## src/rtl/stn_capture_if.sv

```systemverilog
// Panel-side bus plus frame-buffer write port of the STN capture stage.
// The master side drives the panel pins and controls; the slave is the capture block.
interface stn_capture_if #(
    parameter int AW = 14
);
    logic          P_FPFRAME;
    logic          P_FPLINE;
    logic          P_FPSHIFT;
    logic [3:0]    P_FPDAT;
    logic          cap_en;
    logic          err_clr;
    logic          wr_en;
    logic [AW-1:0] wr_addr;
    logic [7:0]    wr_data;
    logic          frame_done;
    logic [7:0]    frame_cnt;
    logic          err_pix;
    logic          err_line;
    logic          state_sync;

    modport master (
        output P_FPFRAME, P_FPLINE, P_FPSHIFT, P_FPDAT, cap_en, err_clr,
        input  wr_en, wr_addr, wr_data, frame_done, frame_cnt,
               err_pix, err_line, state_sync
    );

    modport slave (
        input  P_FPFRAME, P_FPLINE, P_FPSHIFT, P_FPDAT, cap_en, err_clr,
        output wr_en, wr_addr, wr_data, frame_done, frame_cnt,
               err_pix, err_line, state_sync
    );
endinterface

```

## src/rtl/stn_capture.sv

```systemverilog
// STN 4-bit panel capture: packs nibble pairs into bytes for a linear frame buffer
// and checks per-line shift count and per-frame line count.
//
//   state     | meaning
//   ST_SYNC   | no writes; waiting for a line edge with the frame flag set
//   ST_ACTIVE | capturing nibbles, closing lines and frames
module stn_capture #(
    parameter int H_PIX   = 320,
    parameter int V_LINES = 240,
    parameter int AW      = 14
) (
    input  logic         P_CLK,
    input  logic         P_RST,
    stn_capture_if.slave cap
);

    localparam int BPL = H_PIX / 8;
    localparam int SPL = H_PIX / 4;
    localparam int BW  = $clog2(BPL + 1);
    localparam int SW  = $clog2(SPL + 2);
    localparam int LW  = $clog2(V_LINES + 1);

    typedef enum logic [0:0] {
        ST_SYNC   = 1'b0,
        ST_ACTIVE = 1'b1
    } state_t;

    state_t        state_q, state_d;
    logic          s1_frame_q, s1_line_q, s1_shift_q;
    logic [3:0]    s1_dat_q;
    logic          s2_line_q, s2_shift_q;
    logic [LW-1:0] line_cnt_q, line_cnt_d;
    logic [BW-1:0] byte_cnt_q, byte_cnt_d;
    logic [SW-1:0] shift_cnt_q, shift_cnt_d;
    logic [AW-1:0] addr_q, addr_d;
    logic [AW-1:0] base_q, base_d;
    logic          phase_q, phase_d;
    logic [3:0]    hi_q, hi_d;
    logic          wr_en_q, wr_en_d;
    logic [AW-1:0] wr_addr_q, wr_addr_d;
    logic [7:0]    wr_data_q, wr_data_d;
    logic          frame_done_q, frame_done_d;
    logic [7:0]    frame_cnt_q, frame_cnt_d;
    logic          err_pix_q, err_pix_d;
    logic          err_line_q, err_line_d;

    logic          shift_fall, line_edge, byte_full, line_full;
    logic          pix_err, line_err;

    assign shift_fall = s2_shift_q & ~s1_shift_q;
    assign line_edge  = s1_line_q & ~s2_line_q;
    assign byte_full  = (byte_cnt_q == BW'(BPL));
    assign line_full  = (line_cnt_q == LW'(V_LINES));

    always_ff @(posedge P_CLK) begin
        if (P_RST) begin
            s1_frame_q   <= 1'b0;
            s1_line_q    <= 1'b0;
            s1_shift_q   <= 1'b0;
            s1_dat_q     <= 4'h0;
            s2_line_q    <= 1'b0;
            s2_shift_q   <= 1'b0;
            state_q      <= ST_SYNC;
            line_cnt_q   <= '0;
            byte_cnt_q   <= '0;
            shift_cnt_q  <= '0;
            addr_q       <= '0;
            base_q       <= '0;
            phase_q      <= 1'b0;
            hi_q         <= 4'h0;
            wr_en_q      <= 1'b0;
            wr_addr_q    <= '0;
            wr_data_q    <= 8'h00;
            frame_done_q <= 1'b0;
            frame_cnt_q  <= 8'h00;
            err_pix_q    <= 1'b0;
            err_line_q   <= 1'b0;
        end else begin
            s1_frame_q   <= cap.P_FPFRAME;
            s1_line_q    <= cap.P_FPLINE;
            s1_shift_q   <= cap.P_FPSHIFT;
            s1_dat_q     <= cap.P_FPDAT;
            s2_line_q    <= s1_line_q;
            s2_shift_q   <= s1_shift_q;
            state_q      <= state_d;
            line_cnt_q   <= line_cnt_d;
            byte_cnt_q   <= byte_cnt_d;
            shift_cnt_q  <= shift_cnt_d;
            addr_q       <= addr_d;
            base_q       <= base_d;
            phase_q      <= phase_d;
            hi_q         <= hi_d;
            wr_en_q      <= wr_en_d;
            wr_addr_q    <= wr_addr_d;
            wr_data_q    <= wr_data_d;
            frame_done_q <= frame_done_d;
            frame_cnt_q  <= frame_cnt_d;
            err_pix_q    <= err_pix_d;
            err_line_q   <= err_line_d;
        end
    end

    always_comb begin
        state_d      = state_q;
        line_cnt_d   = line_cnt_q;
        byte_cnt_d   = byte_cnt_q;
        shift_cnt_d  = shift_cnt_q;
        addr_d       = addr_q;
        base_d       = base_q;
        phase_d      = phase_q;
        hi_d         = hi_q;
        wr_en_d      = 1'b0;
        wr_addr_d    = wr_addr_q;
        wr_data_d    = wr_data_q;
        frame_done_d = 1'b0;
        frame_cnt_d  = frame_cnt_q;
        pix_err      = 1'b0;
        line_err     = 1'b0;

        // Dropping cap_en abandons the frame silently: no close, no errors.
        if (!cap.cap_en) begin
            state_d = ST_SYNC;
        end else begin
            case (state_q)
                ST_SYNC: begin
                    if (line_edge && s1_frame_q) begin
                        state_d     = ST_ACTIVE;
                        line_cnt_d  = '0;
                        byte_cnt_d  = '0;
                        shift_cnt_d = '0;
                        addr_d      = '0;
                        base_d      = '0;
                        phase_d     = 1'b0;
                    end
                end
                ST_ACTIVE: begin
                    if (shift_fall) begin
                        if (shift_cnt_q != SW'(SPL + 1))
                            shift_cnt_d = shift_cnt_q + SW'(1);
                        if (byte_full || line_full) begin
                            pix_err  = byte_full;
                            line_err = line_full;
                        end else if (!phase_q) begin
                            hi_d    = s1_dat_q;
                            phase_d = 1'b1;
                        end else begin
                            wr_en_d    = 1'b1;
                            wr_addr_d  = addr_q;
                            wr_data_d  = {hi_q, s1_dat_q};
                            addr_d     = addr_q + AW'(1);
                            byte_cnt_d = byte_cnt_q + BW'(1);
                            phase_d    = 1'b0;
                        end
                    end
                    // Line close sees the shift of this same cycle via shift_cnt_d.
                    if (line_edge) begin
                        if (shift_cnt_d != '0) begin
                            if (shift_cnt_d != SW'(SPL))
                                pix_err = 1'b1;
                            if (!line_full) begin
                                line_cnt_d = line_cnt_q + LW'(1);
                                base_d     = base_q + AW'(BPL);
                            end
                            addr_d      = base_d;
                            byte_cnt_d  = '0;
                            shift_cnt_d = '0;
                            phase_d     = 1'b0;
                        end
                        if (s1_frame_q) begin
                            if (line_cnt_d != LW'(V_LINES))
                                line_err = 1'b1;
                            frame_done_d = 1'b1;
                            frame_cnt_d  = frame_cnt_q + 8'd1;
                            line_cnt_d   = '0;
                            base_d       = '0;
                            addr_d       = '0;
                            byte_cnt_d   = '0;
                            shift_cnt_d  = '0;
                            phase_d      = 1'b0;
                        end
                    end
                end
                default: state_d = ST_SYNC;
            endcase
        end

        err_pix_d  = pix_err  | (err_pix_q  & ~cap.err_clr);
        err_line_d = line_err | (err_line_q & ~cap.err_clr);
    end

    assign cap.wr_en      = wr_en_q;
    assign cap.wr_addr    = wr_addr_q;
    assign cap.wr_data    = wr_data_q;
    assign cap.frame_done = frame_done_q;
    assign cap.frame_cnt  = frame_cnt_q;
    assign cap.err_pix    = err_pix_q;
    assign cap.err_line   = err_line_q;
    assign cap.state_sync = (state_q == ST_SYNC);

endmodule

```

## src/flat_wrapper.sv

```systemverilog
// flat-port wrapper written by rule: the top's interface ports become plain ports
module stn_capture_flat 
#(
    parameter int H_PIX   = 320,
    parameter int V_LINES = 240,
    parameter int AW      = 14
)
  (P_CLK, P_RST, cap_P_FPFRAME, cap_P_FPLINE, cap_P_FPSHIFT, cap_P_FPDAT, cap_cap_en, cap_err_clr, cap_wr_en, cap_wr_addr, cap_wr_data, cap_frame_done, cap_frame_cnt, cap_err_pix, cap_err_line, cap_state_sync);
  stn_capture_if #(.AW(AW)) cap_i ();
  input  logic P_CLK;
  input  logic P_RST;
  input wire logic [$bits(cap_i.P_FPFRAME)-1:0] cap_P_FPFRAME;
  input wire logic [$bits(cap_i.P_FPLINE)-1:0] cap_P_FPLINE;
  input wire logic [$bits(cap_i.P_FPSHIFT)-1:0] cap_P_FPSHIFT;
  input wire logic [$bits(cap_i.P_FPDAT)-1:0] cap_P_FPDAT;
  input wire logic [$bits(cap_i.cap_en)-1:0] cap_cap_en;
  input wire logic [$bits(cap_i.err_clr)-1:0] cap_err_clr;
  output wire logic [$bits(cap_i.wr_en)-1:0] cap_wr_en;
  output wire logic [$bits(cap_i.wr_addr)-1:0] cap_wr_addr;
  output wire logic [$bits(cap_i.wr_data)-1:0] cap_wr_data;
  output wire logic [$bits(cap_i.frame_done)-1:0] cap_frame_done;
  output wire logic [$bits(cap_i.frame_cnt)-1:0] cap_frame_cnt;
  output wire logic [$bits(cap_i.err_pix)-1:0] cap_err_pix;
  output wire logic [$bits(cap_i.err_line)-1:0] cap_err_line;
  output wire logic [$bits(cap_i.state_sync)-1:0] cap_state_sync;
  assign cap_i.P_FPFRAME = cap_P_FPFRAME;
  assign cap_i.P_FPLINE = cap_P_FPLINE;
  assign cap_i.P_FPSHIFT = cap_P_FPSHIFT;
  assign cap_i.P_FPDAT = cap_P_FPDAT;
  assign cap_i.cap_en = cap_cap_en;
  assign cap_i.err_clr = cap_err_clr;
  assign cap_wr_en = cap_i.wr_en;
  assign cap_wr_addr = cap_i.wr_addr;
  assign cap_wr_data = cap_i.wr_data;
  assign cap_frame_done = cap_i.frame_done;
  assign cap_frame_cnt = cap_i.frame_cnt;
  assign cap_err_pix = cap_i.err_pix;
  assign cap_err_line = cap_i.err_line;
  assign cap_state_sync = cap_i.state_sync;
  stn_capture #(.H_PIX(H_PIX), .V_LINES(V_LINES), .AW(AW)) u_core (.P_CLK(P_CLK), .P_RST(P_RST), .cap(cap_i));
endmodule
```

## config.mk

```make
export PLATFORM = sky130hd
export DESIGN_NAME = stn_capture_flat
export DESIGN_NICKNAME = d
export VERILOG_FILES = /design/src/rtl/stn_capture_if.sv /design/src/rtl/stn_capture.sv /design/src/flat_wrapper.sv
export SDC_FILE = /design/constraint.sdc
export NUM_CORES = 1
export LEC_CHECK = 0
export BUFFER_PORTS_ARGS = -buffer_cell sky130_fd_sc_hd__buf_2
export CAP_MARGIN = 20
export CORE_UTILIZATION = 53
export DETAILED_ROUTE_END_ITERATION = 10
export PLACE_DENSITY = 0.78
export SETUP_SLACK_MARGIN = 0.1
export SLEW_MARGIN = 10
export SYNTH_ARGS = -nofsm -noshare
export SYNTH_HDL_FRONTEND = slang
export SYNTH_SLANG_ARGS = --single-unit
```

## constraint.sdc

```tcl
create_clock -name P_CLK -period 2.5 [get_ports P_CLK]
set_clock_uncertainty 0.05 [all_clocks]
set_input_delay 0.625 -clock P_CLK [delete_from_list [all_inputs] [get_ports P_CLK]]
set_output_delay 0.625 -clock P_CLK [all_outputs]
set_load 0.02 [all_outputs]
```

==> out/qor.yml <==
hp-class: "reg -> reg"
status: "finished, final reports clean"
totalWireLength_um: 12400
ys_types: 68
clk_latency_ns: 0.37
crit_path_start_kind: "register"
dr.first_iter.drc_count: 400
avgSynthCellArea_um2: 8.13
cts-buffers-inserted: 9
viasPerCell: 6.05
reg2reg_depth: 10
crit_chain: "or4b_4, o32a_1, a222oi_1, buf_4, buf_6, buf_8, buf_6, nand3_1, o2111ai_1, o211ai_1"
cts.sinks: 95
layout_common_cells: "dfxtp_1, nand2_1, nor2_1"
internal_power_w: 0.00198
cp_max_fo: 9
drt.antenna.violating_nets: 0
cp_slowest_stage_delay_ns: 0.52
grt_max_degree: 32
holdPathStages: 2
multiInputGateArea_mm2: 0.00280
vias: 4687
p_switching_w: 0.000670
utilization: 0.661
nFillCells: 730
reg2reg_setup_slack_ns: 0.03
drc: 0
worst_pin_slew_ns: 0.556
place_congestion: 0.939
layout_min_cycle_time_ns: 2.47
grt-ovfl-total: 0
drtPass1Iterations: 5
timing.hold.ws_ns: 0.404
rows: 34
crit_buf_inv: 4
leakage_nw: 2.09
hp-start: "u_core.cap.wr_addr[9]$_SDFFE_PP0P_"
worst_r2r_startpoint: "u_core.shift_cnt_q[0]$_SDFFE_PP0P_"
hold_viol: 0
die-area_mm2: 0.00936
groute.usage.overall: 0.266
seqPwrFrac: 0.576
antennaDiodeCount: 0
yosysWarnings: 0
core_mm2: 0.00872
max_slew_margin: 0.627
layout-drive-gt1-share: 0.232
final_common_cell: "dfxtp_1"
fmax_mhz: 405
clk_pin_slew_ns: 0.10
dp_hpwl_um: 8660
syn_area_mm2: 0.00476
crit_path_frequent_cell: "buf_6"
htree_levels: 3
powerDensity_mw_per_mm2: 459
hold_buffers: 0
vdd_drop_max_mv: 0.308
cp-end-kind: "register"
p_comb_frac: 0.042
slew_violations: 0
grt_pass1_wl_um: 20500
async_reset_ff_frac: 0
switching_share: 0.253
area_growth_pct: 21.1
syn_nets: 606
setup_violations: 0
wl_per_cell_um: 16.1
cp.required_ns: 2.69
synth_top_area_frac: 0.400
period_share: 0.988
rsz0062_at_grt: "yes"
maxCapViolCount: 0
initial_core_util: 0.545
p_clk_frac: 0.382
cpMaxStageDelayCell: "or4b_4"
first_global_vias: 4466
ys.flop_type: "dfxtp_1"
r2r-end: "u_core.cap.err_line$_SDFF_PP0_"
antenna_found_initial: 0
ff_latch_area_mm2: 0.00191
die_w_um: 96.7
synth_edf_count: 0
port_buffers: 45
die_height_um: 96.7
finalNetCount: 683
synth.largest_area_cell: "dfxtp_1"
crit_type: "reg -> reg"
crit_arrival_ns: 2.66
ys_seq_area_frac: 0.400
holdPathEnd: "u_core.cap.wr_addr[9]$_SDFFE_PP0P_"
pin_count: 46
yosys_register_bits: 95
crit_family: "compound AO/OA/AOI/OAI gates"
synth_top_cells_by_area: "dfxtp_1, nand2_1, a21oi_1"
cts_root_buffer: "clkbuf_8"
cts_tree: "done"
clock_path_buffers: 2
synth_cells: 585
==> power by group through the flow <==
stage                     Combinational, W  Clock, W  Sequential, W
after floorplan                  0.0000587         0        0.00156
after global placement           0.0000907         0        0.00156
after detailed placement         0.0000921         0        0.00156
after CTS                         0.000102   0.00102        0.00152
after global routing              0.000119   0.00110        0.00153
final                             0.000111   0.00101        0.00152
==> cells in the mapped netlist (5+ instances only) <==
| cell | number |
|---|---|
| a21oi_1 | 44 |
| nand2b_1 | 9 |
| o2bb2ai_1 | 7 |
| a311oi_1 | 6 |
| clkbuf_1 | 22 |
| xor2_1 | 15 |
| dfxtp_1 | 95 |
| ha_1 | 10 |
| nand4_1 | 11 |
| a32o_1 | 5 |
| nor3_1 | 25 |
| inv_1 | 18 |
| nor2b_1 | 13 |
| a211oi_1 | 7 |
| o21ai_0 | 23 |
| mux2i_1 | 9 |
| nand3_1 | 21 |
| nor2_1 | 57 |
| xnor2_1 | 14 |
| nand2_1 | 79 |
| and3_1 | 8 |
==> sequential cells by signal, indices dropped and copies added, names as in the netlist, 4 cells and up <==
signal and cells:
u_core.addr_q 14, u_core.base_q 11, u_core.byte_cnt_q 6, u_core.cap.frame_cnt 8, u_core.cap.wr_addr 14, u_core.cap.wr_data 8, u_core.hi_q 4, u_core.line_cnt_q 8
u_core.s1_dat_q 4, u_core.shift_cnt_q 7
==> cells by family after synthesis <==
| kind of cell | count (synthesis) | synth area share |
|---|---|---|
| AO/OA/AOI/OAI | 137 | 0.193 |
| adder cells (fa/ha/maj) | 10 | 0.0263 |
| flip-flops | 95 | 0.400 |
| buffers and inverters | 50 | 0.0463 |
| AND/OR/NAND/NOR | 255 | 0.262 |
| XOR/XNOR | 29 | 0.0534 |
| multiplexers | 9 | 0.0189 |
==> layout make-up <==
class                   count  share of cell area
flip-flops and latches     95               0.332
clock buffers              10              0.0239
well taps                 108              0.0235
clock inverters             6             0.00999
multi-input cells         440               0.486
repair buffers             98               0.113
inverters                  18              0.0117
==> tightest hold or removal path: stages (launching register included) <==
cell and delay, ns:
dfxtp_1 0.32, nand2_1 0.05, a21oi_1 0.05
==> how the worst max path moves through the flow <==
| stage | end | from | depth (start not counted) |
|---|---|---|---|
| after floorplan | u_core.addr_q[3]$_SDFFE_PP0P_ | u_core.shift_cnt_q[5]$_SDFFE_PP0P_ | 9 |
| after global placement | u_core.addr_q[11]$_SDFFE_PP0P_ | u_core.shift_cnt_q[0]$_SDFFE_PP0P_ | 8 |
| after detailed placement | u_core.line_cnt_q[0]$_SDFFE_PP0P_ | u_core.shift_cnt_q[0]$_SDFFE_PP0P_ | 8 |
| after CTS | u_core.cap.err_pix$_SDFF_PP0_ | u_core.shift_cnt_q[1]$_SDFFE_PP0P_ | 14 |
| after global routing | u_core.cap.err_pix$_SDFF_PP0_ | u_core.shift_cnt_q[0]$_SDFFE_PP0P_ | 13 |
| final | u_core.cap.err_line$_SDFF_PP0_ | u_core.shift_cnt_q[0]$_SDFFE_PP0P_ | 10 |
==> layer usage <==
layer / track usage / routed length [µm] / up-vias
met5: 0 / 0 / -
met3: 0.0448 / 581 / 52
met2: 0.447 / 6130 / 191
met4: 0.158 / 555 / 0
li1: - / - / 2241
met1: 0.317 / 5180 / 2203
==> through the flow <==
step	setup WS, ns	instances	total power (W)	setup TNS, ns	area [µm²]
2_1_floorplan	0.114	585	0.00162	0	4760
3_3_place_gp	0.111	739	0.00165	0	5220
3_5_place_dp	-0.0432	739	0.00165	-0.0830	5220
4_1_cts	0.0666	773	0.00265	0	5610
5_1_grt	-0.0887	775	0.00274	-1.20	5760
6_report	0.0308	775	0.00265	0	5760
==> repair_timing <==
action	in CTS	in global routing
gates cloned	1	0
pin swaps	8	12
setup endpoints to repair	25	67
gates resized for setup	26	35
buffers inserted	17	2
Power figures use the tool's default switching activity.
